<file path="config.mk">
export PLATFORM = sky130hd
export DESIGN_NAME = traffic_phase_arbiter
export DESIGN_NICKNAME = d
export VERILOG_FILES = /design/src/rtl/traffic_phase_arbiter.sv
export SDC_FILE = /design/constraint.sdc
export NUM_CORES = 1
export LEC_CHECK = 0
export BUFFER_PORTS_ARGS = -buffer_cell sky130_fd_sc_hd__buf_4
export CORE_UTILIZATION = 52
export CTS_CLUSTER_DIAMETER = 200
export CTS_CLUSTER_SIZE = 30
export DETAILED_ROUTE_END_ITERATION = 12
export PLACE_DENSITY_LB_ADDON = 0.1
export SLEW_MARGIN = 20
export SYNTH_ARGS = -nofsm -noshare
export SYNTH_HDL_FRONTEND = slang
export SYNTH_SLANG_ARGS = --single-unit
</file>
<file path="constraint.sdc">
create_clock -name clk -period 2.5 [get_ports clk]
set_clock_uncertainty 0.15 [all_clocks]
set_input_delay 0.5 -clock clk [delete_from_list [all_inputs] [get_ports clk]]
set_output_delay 0.5 -clock clk [all_outputs]
set_load 0.05 [all_outputs]
</file>
<file path="src/rtl/traffic_phase_arbiter.sv">
// Round-robin, demand-driven phase scheduler for a four-approach intersection.
// Optional emergency preemption is compiled in with `define TRAFFIC_PREEMPT_EN.
module traffic_phase_arbiter #(
  parameter int MIN_GREEN = 4,
  parameter int MAX_GREEN = 12,
  parameter int YELLOW_T  = 3,
  parameter int ALLRED_T  = 1,
  parameter int CNT_W     = 5
) (
  input  logic       clk,
  input  logic       rst_a,
  input  logic [3:0] req,
`ifdef TRAFFIC_PREEMPT_EN
  input  logic       preempt,
  input  logic [1:0] preempt_dir,
`endif
  output logic [2:0] n_lights,
  output logic [2:0] s_lights,
  output logic [2:0] e_lights,
  output logic [2:0] w_lights,
  output logic [3:0] grant,
  output logic [1:0] phase,
  output logic [3:0] pend
);

  typedef enum logic [1:0] {
    PH_ALL_RED = 2'b00,
    PH_GREEN   = 2'b01,
    PH_YELLOW  = 2'b10
  } phase_t;

  localparam logic [CNT_W-1:0] AR_LAST  = CNT_W'(ALLRED_T - 1);
  localparam logic [CNT_W-1:0] MIN_LAST = CNT_W'(MIN_GREEN - 1);
  localparam logic [CNT_W-1:0] MAX_LAST = CNT_W'(MAX_GREEN - 1);
  localparam logic [CNT_W-1:0] Y_LAST   = CNT_W'(YELLOW_T - 1);

  phase_t           state_q;
  logic [CNT_W-1:0] cnt_q;
  logic [3:0]       pend_q;
  logic [1:0]       last_q;
  logic [1:0]       cur_q;

  logic       pre_act;
  logic [1:0] pre_dir;
`ifdef TRAFFIC_PREEMPT_EN
  assign pre_act = preempt;
  assign pre_dir = preempt_dir;
`else
  assign pre_act = 1'b0;
  assign pre_dir = 2'd0;
`endif

  logic [3:0] green_mask;
  logic       comp;
  logic       rr_found;
  logic [1:0] rr_sel;
  logic [1:0] rr_idx;
  logic       go_green;
  logic [1:0] go_dir;
  logic [3:0] set_mask;
  logic [3:0] clr_mask;

  assign green_mask = 4'b0001 << cur_q;
  assign comp       = |(pend_q & ~green_mask);

  // Search last+1, last+2, ... so the most recently served approach goes last.
  always_comb begin
    rr_found = 1'b0;
    rr_sel   = last_q;
    rr_idx   = last_q;
    for (int k = 1; k <= 4; k++) begin
      rr_idx = last_q + 2'(k);
      if (!rr_found && pend_q[rr_idx]) begin
        rr_found = 1'b1;
        rr_sel   = rr_idx;
      end
    end
  end

  always_comb begin
    go_green = (state_q == PH_ALL_RED) && (cnt_q == AR_LAST) && (pre_act || rr_found);
    go_dir   = pre_act ? pre_dir : rr_sel;
    set_mask = req & ~((state_q == PH_GREEN) ? green_mask : 4'b0000);
    clr_mask = go_green ? (4'b0001 << go_dir) : 4'b0000;
  end

  always_ff @(posedge clk) begin
    if (rst_a) begin
      state_q <= PH_ALL_RED;
      cnt_q   <= '0;
      pend_q  <= 4'b0000;
      last_q  <= 2'd3;
      cur_q   <= 2'd0;
    end else begin
      // Clear wins over set when the approach enters green on this edge.
      pend_q <= (pend_q | set_mask) & ~clr_mask;
      case (state_q)
        PH_ALL_RED: begin
          if (go_green) begin
            state_q <= PH_GREEN;
            cur_q   <= go_dir;
            cnt_q   <= '0;
            if (!pre_act) last_q <= rr_sel;
          end else if (cnt_q != AR_LAST) begin
            cnt_q <= cnt_q + 1'b1;
          end
        end
        PH_GREEN: begin
          if (pre_act && (cur_q != pre_dir)) begin
            state_q <= PH_YELLOW;
            cnt_q   <= '0;
          end else if (!pre_act && comp && (cnt_q >= MIN_LAST) &&
                       (!req[cur_q] || (cnt_q == MAX_LAST))) begin
            state_q <= PH_YELLOW;
            cnt_q   <= '0;
          end else if (cnt_q != MAX_LAST) begin
            cnt_q <= cnt_q + 1'b1;
          end
        end
        PH_YELLOW: begin
          if (cnt_q == Y_LAST) begin
            state_q <= PH_ALL_RED;
            cnt_q   <= '0;
          end else begin
            cnt_q <= cnt_q + 1'b1;
          end
        end
        default: begin
          state_q <= PH_ALL_RED;
          cnt_q   <= '0;
        end
      endcase
    end
  end

  function automatic logic [2:0] light_of(input phase_t st, input logic sel);
    if (sel && st == PH_GREEN)  return 3'b001;
    if (sel && st == PH_YELLOW) return 3'b010;
    return 3'b100;
  endfunction

  logic [3:0] active;
  assign active   = (state_q == PH_GREEN || state_q == PH_YELLOW) ? green_mask : 4'b0000;
  assign grant    = active;
  assign phase    = state_q;
  assign pend     = pend_q;
  assign n_lights = light_of(state_q, active[0]);
  assign s_lights = light_of(state_q, active[1]);
  assign e_lights = light_of(state_q, active[2]);
  assign w_lights = light_of(state_q, active[3]);

endmodule

</file>
==> run summary <==
Input and output buffers added on the ports amount to 27. The share of synthesized flip-flops with an asynchronous set or reset came out at 0%. The source of the worst register-to-register timing path is cur_q[0]$_SDFFE_PP0P_. The synthesized netlist devotes 24.9% of its cell area to simple gates. The maximum fanout along the worst path is 6. Global routing finished with a remaining overflow of 0. In the routed design, unresolved DRC markers number 0. Clock latency on the worst-skew pair, taken at its later pin, is 0.28 ns. The row count is 16. The analysis attributes to net switching a power of 854 uW. The class of the tightest hold or removal check is in -> reg. In the synthesized netlist the dominant register cell turns out to be dfxtp_1. The wire length reported by the detailed router is 2570 um.

The main combinational cell family by area after synthesis is compound AO/OA/AOI/OAI gates. The mean instance size in the synthesized netlist is 8.25 um^2. The total vias in the final route came out at 1071. The final critical path time including I/O delays and setup is 2.35 ns.

During synthesis, Yosys emitted a total of 0 warnings. The placer's final routability congestion estimate came out at 0.855. Data on the critical path is required at its endpoint by 1.85 ns. The portion of the clock cycle consumed by the worst path in the final layout is 93.9%. The wire length of the first global-routing pass came out at 3930 um. The actual transition at the worst max-transition pin is 0.526 ns. After synthesis the cells add up to 1100 um^2.

The sequential element share of the synthesized area is 27.4%. The number of hold buffers added after CTS was 0. The leakage power total is 0.000611 uW.

The worst setup path startpoint is phase[0]$_SDFFE_PP0P_. In this run, distinct cell masters in the synthesized netlist total 55. The post-layout utilization of the core is 72.0%. The worst pin sits at a relative slew slack of 64.5%. Setup repair after global routing left no endpoint under its margin. The placed instances occupy a cell area of 1400 um^2. Entering global routing, the biggest net connects 13 pins.

The part of the power in the clock network came out at 8.4%. The internal cell power came out at 770 uW. TritonCTS created 3 clock buffers. The net switching fraction of the power is 52.6%.

The cell sitting at the root of the clock tree is a clkbuf_4. The starting density of the core is 55.4%. The overall die width is 47.9 um.

The timing-limited maximum frequency came out at 0.426 GHz. The first-pass detailed-route iteration total came out at 4. In the post-synthesis netlist, the cell with the most instances is dfxtp_1. The number of sinks handled by clock tree synthesis is 15. From bottom edge to top edge, the die measures 47.9 um. The initial antenna violation count came out at 0. The number of gates resized after CTS was 0. The layout cell share with drive strength beyond 1 came out at 38.1%.

The maximum buffer depth of the clock tree came out at 2. The largest area contributor in the netlist is dfxtp_1. Sorting the synthesized cells by how often they occur yields dfxtp_1 (15), nor2_1 (12), inv_1 (10), nand2_1 (10), o21ai_0 (8). The final non-filler cell total is 187. The net total in the final layout is 174.

The number of pins with negative max-slew slack in the final report was 0. The peak supply drop is 0.746 mV. The number of diodes added for antenna fixing came out at 0.

The final-report hold violation count is 0. The cell total after placement came out at 183. Once layout is done, the placed cells without fillers occupy 1430 um^2. The synthesized design contains 15 register bits. The number of flops mapped to enable cells by yosys came out at 0. Power spread over the standard cell area amounts to 1140 nW/um^2.

Combinational logic is responsible for 64.7% of the overall power. The wire-length estimate of the detail-placed layout is 2090 um. The count of pins on the block boundary is 28. The total nets after synthesis came out at 146. The path type of the worst setup path is reg -> out. The overall fraction of global-route tracks in use came out at 24.4%. The residual antenna-violating net count after detailed routing is 0. In this run the number of H-tree levels came out at 1.

The relative area change from synthesis to final layout is 30.1%. The number of vias per cell is 5.73. The number of global-route vias before repair was 908. The cell count after synthesis came out at 133. The starting DRC count in detailed routing came out at 20. The hold path startpoint is rst_a.

By area the synthesized netlist is led by dfxtp_1 (27%), ha_1 (8.0%), nor2_1 (4.1%). The clock transition time at the flip-flop clock pins of the worst setup and hold paths is 0.08 ns. Buffers added to address setup during post-CTS repair amount to 0. The worst setup path is launched from a flop. The floorplan step defined a die boundary enclosing 2300 um^2. STA classifies the critical path endpoint as an output port. Summing internal, switching and leakage power gives 1620 uW. The synthesized netlist devotes 27.1% of its cell area to compound gates. The total setup violations reported at the end of the flow came out at 0.

The worst path arrival time is 1.70 ns. The run finished with clean final reports. The average detailed-routed wire length per instance is 13.8 um. The area inside the core boundary came out at 1980 um^2. The share of cell area taken by muxes after synthesis is 3.88%. TritonCTS built the clock tree. The synthesized-area fraction occupied by adder cells came out at 7.98%. After Yosys synthesis, XOR and XNOR cells account for 2.39% of the synthesized area. The area share of the largest cell type after synthesis came out at 27.4%. The share of total power in sequential cells is 26.9%. The count of max-cap constraint violations came out at 0.
## power by group through the flow
stage | logic [uW] | registers [uW] | clock network, uW
2_1_floorplan | 769 | 476 | 0
3_3_place_gp | 1020 | 432 | 0
3_5_place_dp | 1040 | 442 | 0
4_1_cts | 1050 | 434 | 139
5_1_grt | 1130 | 454 | 149
6_report | 1050 | 436 | 137
## area by class of cell
| cell class | count | area (um^2) |
|---|---|---|
| Fill cell | 165 | 554 |
| Inverter | 10 | 37.5 |
| Tap cell | 27 | 33.8 |
| Timing Repair Buffer | 29 | 218 |
| Clock buffer | 4 | 26.3 |
| Multi-Input combinational cell | 102 | 810 |
| Sequential cell | 15 | 303 |
## cell usage in the layout (no fill, tap or decap), drive strengths merged, types with 2 or more instances in the layout
master  synthesis  final
inv            10     10
or3b            2      2
a22oi           2      2
nor3            7      7
o31ai           2      2
buf             4     29
nor3b           2      2
nor2           12     12
ha              7      7
a21oi           6      6
clkbuf          2      4
nor2b           2      2
mux2i           2      2
nand2b          2      2
nand3           4      4
o21ai          10     10
nand2          10     10
or2             2      2
xor2            2      2
a211oi          2      2
dfxtp          15     15
## metal layers
layer | vias up | part of all wire [%] | track usage (%)
met5 | - | 0 | 0
met4 | 0 | 1.3 | 8.89
met3 | 5 | 3.5 | 3.02
met2 | 31 | 48 | 42.2
met1 | 493 | 47 | 30.9
li1 | 542 | - | -
## critical path: stages, from the launching register on
cell	delay, ns
dfxtp_2	0.34
inv_1	0.12
ha_1	0.33
nand2b_2	0.21
nor3_4	0.20
buf_4	0.21
## state kept, by name, indices dropped and copies added, names as in the netlist
register and count:
cnt_q 5, cur_q 2, last_q 2, pend 4, phase 2
## final timing paths
check / cells past startpoint / slack, ns / to
setup / recovery: 5 / 0.15 / n_lights[1]
hold / removal: 2 / 0.28 / phase[1]$_SDFFE_PP0P_
setup reg to reg: 5 / 0.28 / phase[1]$_SDFFE_PP0P_
hold reg to reg: 2 / 0.37 / phase[1]$_SDFFE_PP0P_
## cells by family (layout without fill, tap and decap cells)
kind of cell / count (synthesis) / count (layout)
compound gates: 39 / 39
xor+xnor: 3 / 3
fa+ha+maj: 7 / 7
buf+inv: 16 / 43
flops: 15 / 15
mux: 3 / 3
simple gates: 50 / 50
## through the flow
step           worst slack, ns  hold slack, ns  setup TNS, ns
6_report                 0.153           0.285              0
5_1_grt                 0.0694           0.288              0
4_1_cts                 0.0233           0.279              0
3_5_place_dp             0.287           0.358              0
3_3_place_gp             0.340           0.343              0
2_1_floorplan          -0.0166           0.361        -0.0331
(Power assumes the default switching activity.)
